`config.mk`:
```
export PLATFORM = sky130hd
export DESIGN_NAME = hilo_muldiv_unit
export DESIGN_NICKNAME = d
export VERILOG_FILES = /design/src/rtl/hilo_muldiv_unit.sv
export SDC_FILE = /design/constraint.sdc
export NUM_CORES = 1
export LEC_CHECK = 0
export ABC_AREA = 1
export CAP_MARGIN = 30
export CELL_PAD_IN_SITES_DETAIL_PLACEMENT = 1
export CELL_PAD_IN_SITES_GLOBAL_PLACEMENT = 2
export CORE_MARGIN = 2
export CORE_UTILIZATION = 28
export CTS_BUF_LIST = sky130_fd_sc_hd__clkbuf_16
export DETAILED_ROUTE_END_ITERATION = 12
export PLACE_DENSITY_LB_ADDON = 0.1
export SETUP_SLACK_MARGIN = 0.02
export SLEW_MARGIN = 20
export SYNTH_ARGS = -nofsm -noshare
export SYNTH_HDL_FRONTEND = slang
export SYNTH_SLANG_ARGS = --single-unit
```
`constraint.sdc`:
```
create_clock -name clk -period 2.5 [get_ports clk]
set_input_delay 0.75 -clock clk [delete_from_list [all_inputs] [get_ports clk]]
set_output_delay 0.75 -clock clk [all_outputs]
set_load 0.02 [all_outputs]
```
`src/rtl/hilo_muldiv_unit.sv`:
```
// hilo_muldiv_unit: iterative MIPS-style HI/LO multiply/divide unit with fixed 34-cycle latency
// Ports:
//   clk, rst               clock, synchronous active-high reset
//   mult_en, div_en        MULT(U)/DIV(U) request (div_en wins if both set)
//   unsigned_instr         1 = MULTU/DIVU, 0 = signed
//   src_a, src_b           multiplicand/dividend, multiplier/divisor
//   hi_out, lo_out         product[63:32]/remainder, product[31:0]/quotient
//   busy                   high in CALC and FIX; requests ignored
//   done                   one-cycle completion pulse
//   div_by_zero            qualifies done: last division had a zero divisor
module hilo_muldiv_unit (
   input  logic        clk,
   input  logic        rst,
   input  logic        mult_en,
   input  logic        div_en,
   input  logic        unsigned_instr,
   input  logic [31:0] src_a,
   input  logic [31:0] src_b,
   output logic [31:0] hi_out,
   output logic [31:0] lo_out,
   output logic        busy,
   output logic        done,
   output logic        div_by_zero
);
   typedef enum logic [1:0] {IDLE, CALC, FIX, DONE} state_t;
   state_t state, state_n;
   logic [63:0] acc;
   logic [31:0] opb;
   logic [5:0]  cnt;
   logic        is_div, neg_lo, neg_hi, dbz;
   logic        accept, sa, sb;
   logic [31:0] mag_a, mag_b;
   logic [32:0] mul_sum, r_sh;
   logic [31:0] r_sub;
   logic        ge;
   logic [63:0] prod, mul_next, div_next;

   assign accept = (state == IDLE || state == DONE) && (mult_en || div_en);
   assign sa     = !unsigned_instr && src_a[31];
   assign sb     = !unsigned_instr && src_b[31];
   assign mag_a  = sa ? -src_a : src_a;
   assign mag_b  = sb ? -src_b : src_b;

   // multiply: acc = {partial product, remaining multiplier bits}, shifted right each step
   assign mul_sum  = {1'b0, acc[63:32]} + (acc[0] ? {1'b0, opb} : 33'd0);
   assign mul_next = {mul_sum, acc[31:1]};
   // restoring divide: acc = {remainder, dividend bits shifting out / quotient bits shifting in}
   assign r_sh     = {acc[63:32], acc[31]};
   assign ge       = r_sh >= {1'b0, opb};
   assign r_sub    = r_sh[31:0] - opb;
   assign div_next = {ge ? r_sub : r_sh[31:0], acc[30:0], ge};
   assign prod     = neg_lo ? -acc : acc;

   assign busy        = state == CALC || state == FIX;
   assign done        = state == DONE;
   assign div_by_zero = done && dbz;

   always_comb begin
      state_n = state;
      if (accept) state_n = CALC;
      else if (state == CALC) state_n = cnt == 6'd0 ? FIX : CALC;
      else if (state == FIX) state_n = DONE;
      else if (state == DONE) state_n = IDLE;
   end

   always_ff @(posedge clk) begin
      if (rst) begin
         state  <= IDLE;
         acc    <= '0;
         opb    <= '0;
         cnt    <= '0;
         is_div <= 1'b0;
         neg_lo <= 1'b0;
         neg_hi <= 1'b0;
         dbz    <= 1'b0;
         hi_out <= '0;
         lo_out <= '0;
      end else begin
         state <= state_n;
         if (accept) begin
            is_div <= div_en;
            neg_lo <= sa ^ sb;
            neg_hi <= sa;
            dbz    <= div_en && src_b == 32'd0;
            cnt    <= 6'd32;
            acc    <= {32'd0, div_en ? mag_a : mag_b};
            opb    <= div_en ? mag_b : mag_a;
         end else if (state == CALC && cnt != 6'd0) begin
            cnt <= cnt - 6'd1;
            acc <= is_div ? div_next : mul_next;
         end else if (state == FIX) begin
            hi_out <= is_div ? (neg_hi ? -acc[63:32] : acc[63:32]) : prod[63:32];
            // a zero divisor yields an all-ones quotient magnitude; force it so sign fix-up cannot alter it
            lo_out <= is_div ? (dbz ? 32'hFFFF_FFFF : neg_lo ? -acc[31:0] : acc[31:0]) : prod[31:0];
         end
      end
   end
endmodule

```
### After elaboration in Yosys (flattened, before gate mapping)

Index checks and enable logic that the tools add are counted.

* bits in registers: 172
* bits in latches: 0
* memory bits (writable): 0
* ROM bits: 0
* input port bits: 69
* output and inout bits: 67
* word-level logic and storage cells: 69
* memories: 0

* $add $sub $neg: 8
* $mul: 0
* div/mod/pow operators: 0
* $lt $le $gt $ge: 1
* equal/unequal tests: 3
* shift-type cells: 0
* multiplexer cells: 22
* bitwise operators: 3
* reduce and logical (&&, ||, !) cells: 19

Operators with widths (count)
* 32-bit 2-to-1 mux: 13
* 64-bit 2-to-1 mux: 2
* 32-bit negator: 4
* 64-bit negator: 1
* 32-bit by 32-bit adder with 33-bit output: 1
* 33-bit by 32-bit >= comparator with 1-bit output: 1
* 32-bit zero test: 1
* 32-bit subtractor: 1
* 6-bit 2-to-1 mux: 2
* 2-bit 2-to-1 mux: 4
* 1-bit logical AND: 6
* 6-bit zero test: 1
* 6-bit nonzero test: 1
* 6-bit by 1-bit subtractor with 6-bit output, second input constant: 1
* 2-bit equality test, second input constant: 2
* 4-bit nonzero test: 1
* 1-bit logical OR: 3
* 3-bit AND reduction: 1
* 3-bit nonzero test: 1
* 2-bit by 1-bit equality test with 1-bit output, second input constant: 1
* 2-bit zero test: 1
* 1-bit NOT: 2
* 2-bit nonzero test: 1
* 2-bit OR reduction: 1
* other kinds (3): 3

### Logic depth before layout (Yosys ltp)

Gate-level depths: netlist (run 1).

* depth in word-level cells: 5
* depth in mapped cells: 20
* mapped depth without buffers: 18

### Worst setup path after synthesis (run 1)

No wires, ideal clock.

* path type: reg-to-reg
* start: register acc[0]
* end: register acc[45]
* setup time: 117 ps
* arrival time: 2308 ps
* data required time: 2383 ps
* setup slack: 75 ps
* stages on the path, launching flop included: 18
* buffers on the path: 2
* clock period less this slack: 2425 ps
* path through: dfxtp_1 buf_6 clkbuf_1 nand2_1 inv_1 ha_1 fa_1 nand2_1 nand3_1 nand3_1 nand2_1 nand3_1 nand2_1 or2_2 nand3_1 nand3_1 nor2_1 nor2_1

* longest elaborated chain between the ends: 3

Ends and longest elaborated chain
* start, declared: line 27 `logic [63:0] acc;`
* start signal, assigned: line 86 `acc <= {32'd0, div_en ? mag_a : mag_b};`
* start signal, assigned: line 90 `acc <= is_div ? div_next : mul_next;`
* 32-bit 2-to-1 mux: line 45 `assign mul_sum = {1'b0, acc[63:32]} + (acc[0] ? {1'b0, opb} : 33'd0);`
* 32-bit by 32-bit adder with 33-bit output: line 45
* 64-bit 2-to-1 mux: line 90

No other way between the ends.
A chain may end at the register's enable or synchronous reset.

### Worst setup path in the final report (run 1)

* start: register acc[0]
* end: register acc[60]

Same word-level chain as after synthesis.

==> reports/results.tsv, run 1 <==
stage	metric	value	unit
run_status	status	completed	
layout	area_delta_synth_final	56.24	%
setup_path	setup.worst_path.start	acc[0]	
global_route	grtUsageTotal	32.15	%
logic_synthesis	synthFlopType	dfxtp_1	
logic_synthesis	synth_warnings	0	
logic_synthesis	synth_edf_count	0	
layout	layout_common_cells	nand2_1 (867), buf_4 (629), inv_1 (463), nor2_1 (311), nand3_1 (247)	
sta	final_hold_viol_count	0	
placed_design	port_buffers	135	
sta	skew	0.02121	ns
logic_synthesis	syn-num-nets	3337	
sta	slew_viol_final	0	
die	die_w	254.4	um
setup_path	arrival	2.86	ns
placed_design	dp_slack	-0.5996	ns
layout	instances_no_fill	4748	
setup_path	r2r_slack	0.03	ns
power	power.density	1105	nW/um^2
sta	slew_headroom	50.79	%
global_route	antenna_found_initial	0	
clock_tree	cts_tree	done	
sta	period_needed	2.467	ns
logic_synthesis	avgSynthCellArea	5.497	um^2
sta	whs	0.4708	ns
layout	n_antenna_cell	0	
global_route	grt_pass1_vias	24530	
global_route	grt_pass1_wl	153800	um
die	rows	91	
sta	fmax	0.4054	GHz
clock_tree	cts.clk_slew.worst_paths	0.08	ns
drt	wirelength	106100	um
drt	dr.pass1.iters	6	
sta	tightest_slew	0.7374	ns
sta	min_period_over_period	98.66	%
logic_synthesis	synthArstFlopShare	0	%
sta	grt_setup_unrepaired	true	
setup_path	crit_fanout	8	
drt	m1WireLength	45900	um
global_route	grt_max_degree	82	
die	coreArea	61830	um^2
drt	routedWlPerCell	22.35	um
drt	via_count	23870	
layout	layout_commonest_cell	nand2_1	
clock_tree	clock-sinks	172	
clock_tree	clk_root_buffer_cell	clkbuf_16	
logic_synthesis	ys_seq_area_share	19.62	%
logic_synthesis	synthesis.area	17550	um^2
setup_path	worstSetupPathType	flop to flop	
setup_path	startpoint_type	flop	
logic_synthesis	synth.distinct_cells	55	
die	ios	136	
setup_path	regToRegStartpoint	acc[0]	
drt	drtIter0Drc	1382	
setup_path	rr_worst_depth	16	
power	power.leakage	0.01378	uW
clock_tree	htree_num_levels	4	
die	die_h	254.4	um
global_route	grt_overflow	0	
placed_design	placed_cells	4679	
drt	route.met3.wl	4091	um
drt	highest_layer	met4	
power	ir_worst_vdd	0.6290	mV
clock_tree	cts_buffer_depth	2	
logic_synthesis	synthCells	3193	
hold_path	hp-class	flop to flop	
die	start_util	28.39	%
die	dieArea	64710	um^2
setup_path	cp-endpoint	acc[60]	
placed_design	place_hpwl	87970	um
drt	wl_met2	50370	um
sta	fin_ws	0.03349	ns
drt	ant_nets	0	
setup_path	cp-end-kind	flop	
setup_path	rr_endpoint	acc[60]	
flow_run	drv_cap	0	
clock_tree	clk_latency	0.50	ns
sta	finalSetupTns	0	ns
layout	drive_above_1_share	29.76	%
drt	avgViaCountPerCell	5.027	
setup_path	cp.required	2.89	ns
drt	drc	0	
logic_synthesis	ys_ff_latch	172	
clock_tree	cts_made_buffers	17	
clock_tree	cts.hold.buffers_added	0	
sta	finalSetupViolations	0	
layout	nets	4043	
placed_design	gp_congestion	0.9822	
==> routing by layer <==
| layer | GRT usage, % | vias up |
|---|---|---|
| met5 | 0 | - |
| met4 | 14.03 | 0 |
| met3 | 3.062 | 172 |
| met2 | 55.10 | 564 |
| met1 | 40.93 | 11570 |
| li1 | - | 11560 |
==> registers in the layout, summed over array words and instances, names as in the netlist <==
signal / flops
acc: 64
is_div: 1
state: 2
opb: 32
neg_lo: 1
cnt: 6
hi_out: 32
lo_out: 32
dbz: 1
neg_hi: 1
==> cell families after synthesis <==
logic type	after synthesis	share of synthesized area (%)
buffers and inverters	634	13.99
AOI/OAI and AO/OA	465	14.81
xor gates and xnor gates	73	3.642
and+or+nand+nor	1774	42.50
DFF	172	19.62
adders and majority gates	75	5.432
==> power by group <==
group | internal (uW) | total (uW) | switching (uW)
combinational | 9040 | 22900 | 13900
clock | 1530 | 2980 | 1450
sequential | 3520 | 4380 | 861
==> synthesized netlist by cell type, types with 4 or more instances <==
cell,n,area (um^2)
nor2_1,378,1419
nor2_4,6,67.56
buf_2,13,65.06
nand3_1,277,1386
nand4_1,58,362.9
inv_2,7,26.28
ha_1,73,913.4
o211ai_1,47,352.8
a21oi_1,145,725.7
buf_1,14,52.55
buf_6,4,45.04
o21ai_0,186,930.9
o21bai_1,4,30.03
o221ai_1,4,35.03
a31oi_1,34,212.7
inv_1,515,1933
nor3_1,29,145.1
nand2_1,962,3611
or2_2,14,87.58
clkbuf_1,71,266.5
xor2_1,51,446.7
nand2_2,8,50.05
clkinv_1,4,15.01
a21o_1,4,30.03
o21ai_1,17,85.08
o22ai_1,5,31.28
nand3b_1,11,82.58
nor2_2,12,75.07
nor4_1,5,31.28
buf_4,5,37.54
dfxtp_1,172,3443
nand3_2,4,40.04
xnor2_1,22,192.7
==> what timing repair did <==
action                     4_1_cts  5_1_grt
cloned                           2        1
pin swaps                       13       96
gates resized for setup        166      403
setup buffers                    9       27
setup endpoints to repair       59      109
==> worst min-delay path by stage <==
stage	from	to	slack, ns	depth (start not counted)
6_report	cnt[0]	cnt[0]	0.47	2
5_1_grt	cnt[0]	cnt[0]	0.51	2
4_1_cts	cnt[0]	cnt[0]	0.47	2
3_5_place_dp	cnt[0]	cnt[0]	0.46	2
3_3_place_gp	cnt[0]	cnt[0]	0.45	2
2_1_floorplan	opb[25]	opb[25]	0.44	2
==> worst max-delay path, cell delays in order, from the launching register on <==
cell,delay (ns)
dfxtp_4,0.38
clkbuf_16,0.16
nand2_1,0.07
inv_1,0.09
ha_2,0.39
nand2_1,0.13
buf_4,0.16
nor2_2,0.12
nand2_1,0.12
nor2_1,0.18
nand2_2,0.11
nand2_1,0.09
nand2_1,0.05
nand3_1,0.09
nand3_1,0.11
nand2_1,0.08
inv_1,0.04
==> metrics by stage <==
stage / total power, uW / cell area, um^2 / utilization, %
2_1_floorplan: 14350 / 17550 / -
3_3_place_gp: 24120 / 24360 / 39.40
3_5_place_dp: 24470 / 24360 / 39.40
4_1_cts: 28420 / 25780 / 41.69
5_1_grt: 32280 / 27430 / 44.36
6_report: 30300 / 27430 / 44.36
==> final cells by class <==
type / instances / area (um^2)
Tap cell: 837 / 1047
Timing Repair Buffer: 793 / 6559
Clock inverter: 14 / 198.9
Fill cell: 8235 / 34400
Inverter: 526 / 2017
Sequential cell: 172 / 3521
Multi-Input combinational cell: 2389 / 13660
Clock buffer: 17 / 425.4
No activity file was read; power rests on OpenSTA's default activity.
==> inputs of run 2 (changes only) <==
--- a/config.mk
+++ b/config.mk
@@ -9,13 +9,14 @@
 export CAP_MARGIN = 30
 export CELL_PAD_IN_SITES_DETAIL_PLACEMENT = 1
 export CELL_PAD_IN_SITES_GLOBAL_PLACEMENT = 2
+export CORE_ASPECT_RATIO = 0.75
 export CORE_MARGIN = 2
 export CORE_UTILIZATION = 28
 export CTS_BUF_LIST = sky130_fd_sc_hd__clkbuf_16
 export DETAILED_ROUTE_END_ITERATION = 12
 export PLACE_DENSITY_LB_ADDON = 0.1
 export SETUP_SLACK_MARGIN = 0.02
-export SLEW_MARGIN = 20
+export SLEW_MARGIN = 25
 export SYNTH_ARGS = -nofsm -noshare
 export SYNTH_HDL_FRONTEND = slang
 export SYNTH_SLANG_ARGS = --single-unit
==> run 2 against run 1 <==
- the run now ends with negative setup slack left
- register-to-register slack got worse by 0.06 ns
- sequential share of layout area is 0.097 points higher
- design area down 0.85%
- hold slack better by 0.017 ns
- core utilization decreased by 0.48 points
- fmax shrank 2.3%
- count of clock-buffer cells in the layout unchanged
- global-route usage fell by 0.50 points
- final cell count fell by 1.1%
- sequential power is essentially flat
- critical path type unchanged
- largest cell class unchanged
==> reports/results.tsv, run 2 (synthesis gave the netlist of run 1 again) <==
stage	metric	value	unit	change
run_status	status	finished, violations left		was completed
die	rows	79		was 91
power	combPwrFrac	74.9	%	was 75.7%
placed_design	dp_slack	-0.6855	ns	was -0.5996 ns
die	die_w	293.1	um	was 254.4 um
die	ios	136		unchanged
power	p_int	13600	uW	was 14090 uW
sta	fmax	0.3959	GHz	was 0.4054 GHz
global_route	grt_max_degree	83		was 82
layout	largest_register	acc		unchanged
power	p_sw	16070	uW	was 16210 uW
global_route	grtUsageTotal	31.65	%	was 32.15%
drt	via_count	23950		was 23870
sta	finalSetupViolations	1		was 0
drt	ant_nets	0		unchanged
sta	period_needed	2.526	ns	was 2.467 ns
clock_tree	cts_tree	done		unchanged
die	start_util	28.32	%	was 28.39%
clock_tree	clk_root_buffer_cell	clkbuf_16		unchanged
drt	wl_met2	42180	um	was 50370 um
global_route	grt_pass1_vias	23940		was 24530
power	clkPwrFrac	10.3	%	was 9.8%
clock_tree	cts_buffer_depth	2		unchanged
sta	min_period_over_period	101.0	%	was 98.66%
sta	slew_headroom	46.77	%	was 50.79%
die	dieArea	64730	um^2	was 64710 um^2
sta	grt_setup_unrepaired	true		unchanged
setup_path	worstSetupPathType	flop to flop		unchanged
power	ir_worst_vdd	0.9129	mV	was 0.6290 mV
drt	avgViaCountPerCell	5.102		was 5.027
layout	drive_above_1_share	28.61	%	was 29.76%
layout	multi_input_comb_area	13660	um^2	unchanged
drt	route.met3.wl	9182	um	was 4091 um
layout	nets	4014		was 4043
power	switching_share	54.16	%	was 53.49%
drt	m1WireLength	51820	um	was 45900 um
placed_design	gp_congestion	0.9713		was 0.9822
setup_path	rr_worst_depth	18		was 16
drt	wirelength	105400	um	was 106100 um
global_route	antenna_found_initial	4		was 0
power	power.density	1091	nW/um^2	was 1105 nW/um^2
clock_tree	clk_latency	0.51	ns	was 0.50 ns
setup_path	cp-end-kind	flop		unchanged
layout	layout_commonest_cell	nand2_1		unchanged
layout	seqCellArea	3517	um^2	was 3521 um^2
clock_tree	cts_made_buffers	17		unchanged
power	total_power	29670	uW	was 30300 uW
layout	area_delta_synth_final	54.91	%	was 56.24%
hold_path	whs_path_depth	2		unchanged
sta	fin_ws	-0.02572	ns	was 0.03349 ns
global_route	grt_overflow	0		unchanged
flow_run	drv_cap	0		unchanged
sta	tightest_slew	0.7976	ns	was 0.7374 ns
power	seqPwrFrac	14.8	%	was 14.5%
die	coreArea	61980	um^2	was 61830 um^2
setup_path	cp.required	2.95	ns	was 2.89 ns
setup_path	startpoint_type	flop		unchanged
clock_tree	cts.clk_slew.worst_paths	0.08	ns	about the same
placed_design	place_hpwl	87180	um	was 87970 um
layout	fillers	8160		was 8235
drt	drtIter0Drc	1787		was 1382
hold_path	hp-class	flop to flop		unchanged
sta	skew	0.01646	ns	was 0.02121 ns
global_route	grt_pass1_wl	152300	um	was 153800 um
power	power.leakage	0.01387	uW	was 0.01378 uW
run_status	violations	negative setup slack		
die	die_h	220.8	um	was 254.4 um
drt	dr.pass1.iters	5		was 6
clock_tree	cts.hold.buffers_added	0		unchanged
clock_tree	htree_num_levels	4		unchanged
clock_tree	clock-sinks	172		unchanged
setup_path	arrival	2.97	ns	was 2.86 ns
layout	layout_common_cells	nand2_1 (856), buf_4 (601), inv_1 (482), nor2_1 (324), nand3_1 (248)		was nand2_1 (867), buf_4 (629), inv_1 (463), nor2_1 (311), nand3_1 (247)
drt	routedWlPerCell	22.46	um	was 22.35 um
sta	final_hold_viol_count	0		unchanged
drt	highest_layer	met5		was met4
placed_design	port_buffers	135		unchanged
drt	drc	0		unchanged
setup_path	crit_fanout	6		was 8
layout	largest_reg_flops	64		unchanged
sta	slew_viol_final	0		unchanged
[run 2: cell count changes in the layout (fill, tap and decap cells not counted), sizes merged, moves of 2 or more]
cell	change
buf	-27
clkinv	+5
diode	+2
inv	-2
[run 2: power groups by stage]
stage          Sequential (uW)  Clock, uW  Combinational, uW
6_report                  4390       3060              22200
5_1_grt                   4460       3200              23900
4_1_cts                   4320       3120              20700
3_5_place_dp              4320          0              19600
3_3_place_gp              4300          0              19400
2_1_floorplan             4310          0              10000
[run 2: timing repair]
item	in CTS	in global routing
setup endpoints to repair	48	95
pin swaps	37	76
cloned	2	1
gates resized for setup	222	302
setup buffers	17	21
[run 2: layer usage]
layer	vias to the layer above	track usage [%]
li1	11510	-
met1	11640	46.81
met2	706	44.57
met3	96	8.919
met4	2	7.527
met5	-	0
[run 2: layout make-up]
class                      instances  share of cell area [%]
multi-input combinational       2388                   50.23
timing repair buffer             765                   23.48
sequential                       172                   12.93
inverter                         526                   7.261
tap                              810                   3.727
clock buffer                      17                   1.565
clock inverter                    15                  0.7915
antenna                            2                 0.01841
[run 2: final timing paths]
kind	from	end	slack (ns)
worst max-delay path	acc[0]	acc[56]	-0.03
worst min-delay path	lo_out[23]	lo_out[23]	0.49
worst max register to register	acc[0]	acc[56]	-0.03
worst min register to register	lo_out[23]	lo_out[23]	0.49
[run 2: stage by stage]
step | cells | cell area (um^2) | TNS (ns) | utilization (%) | hold slack [ns]
2_1_floorplan | 3193 | 17550 | 0 | - | 0.4437
3_3_place_gp | 4620 | 24080 | -27.67 | 38.85 | 0.4543
3_5_place_dp | 4620 | 24080 | -35.75 | 38.85 | 0.4745
4_1_cts | 4671 | 25860 | -0.01816 | 41.73 | 0.4955
5_1_grt | 4693 | 27190 | -1.142 | 43.87 | 0.5252
6_report | 4695 | 27190 | -0.02572 | 43.87 | 0.4879
[run 2: critical path: stages (launching register included)]
cell,delay [ns]
dfxtp_4,0.37
buf_12,0.14
buf_16,0.15
nand2_2,0.10
inv_1,0.05
ha_1,0.29
buf_4,0.15
nand2_4,0.07
nor2_4,0.13
nand2_2,0.10
nor3_2,0.21
nand2_2,0.11
nand2_1,0.07
nand2_1,0.06
nand3_2,0.10
nand2_1,0.08
inv_1,0.07
nand2_1,0.07
a21oi_2,0.11
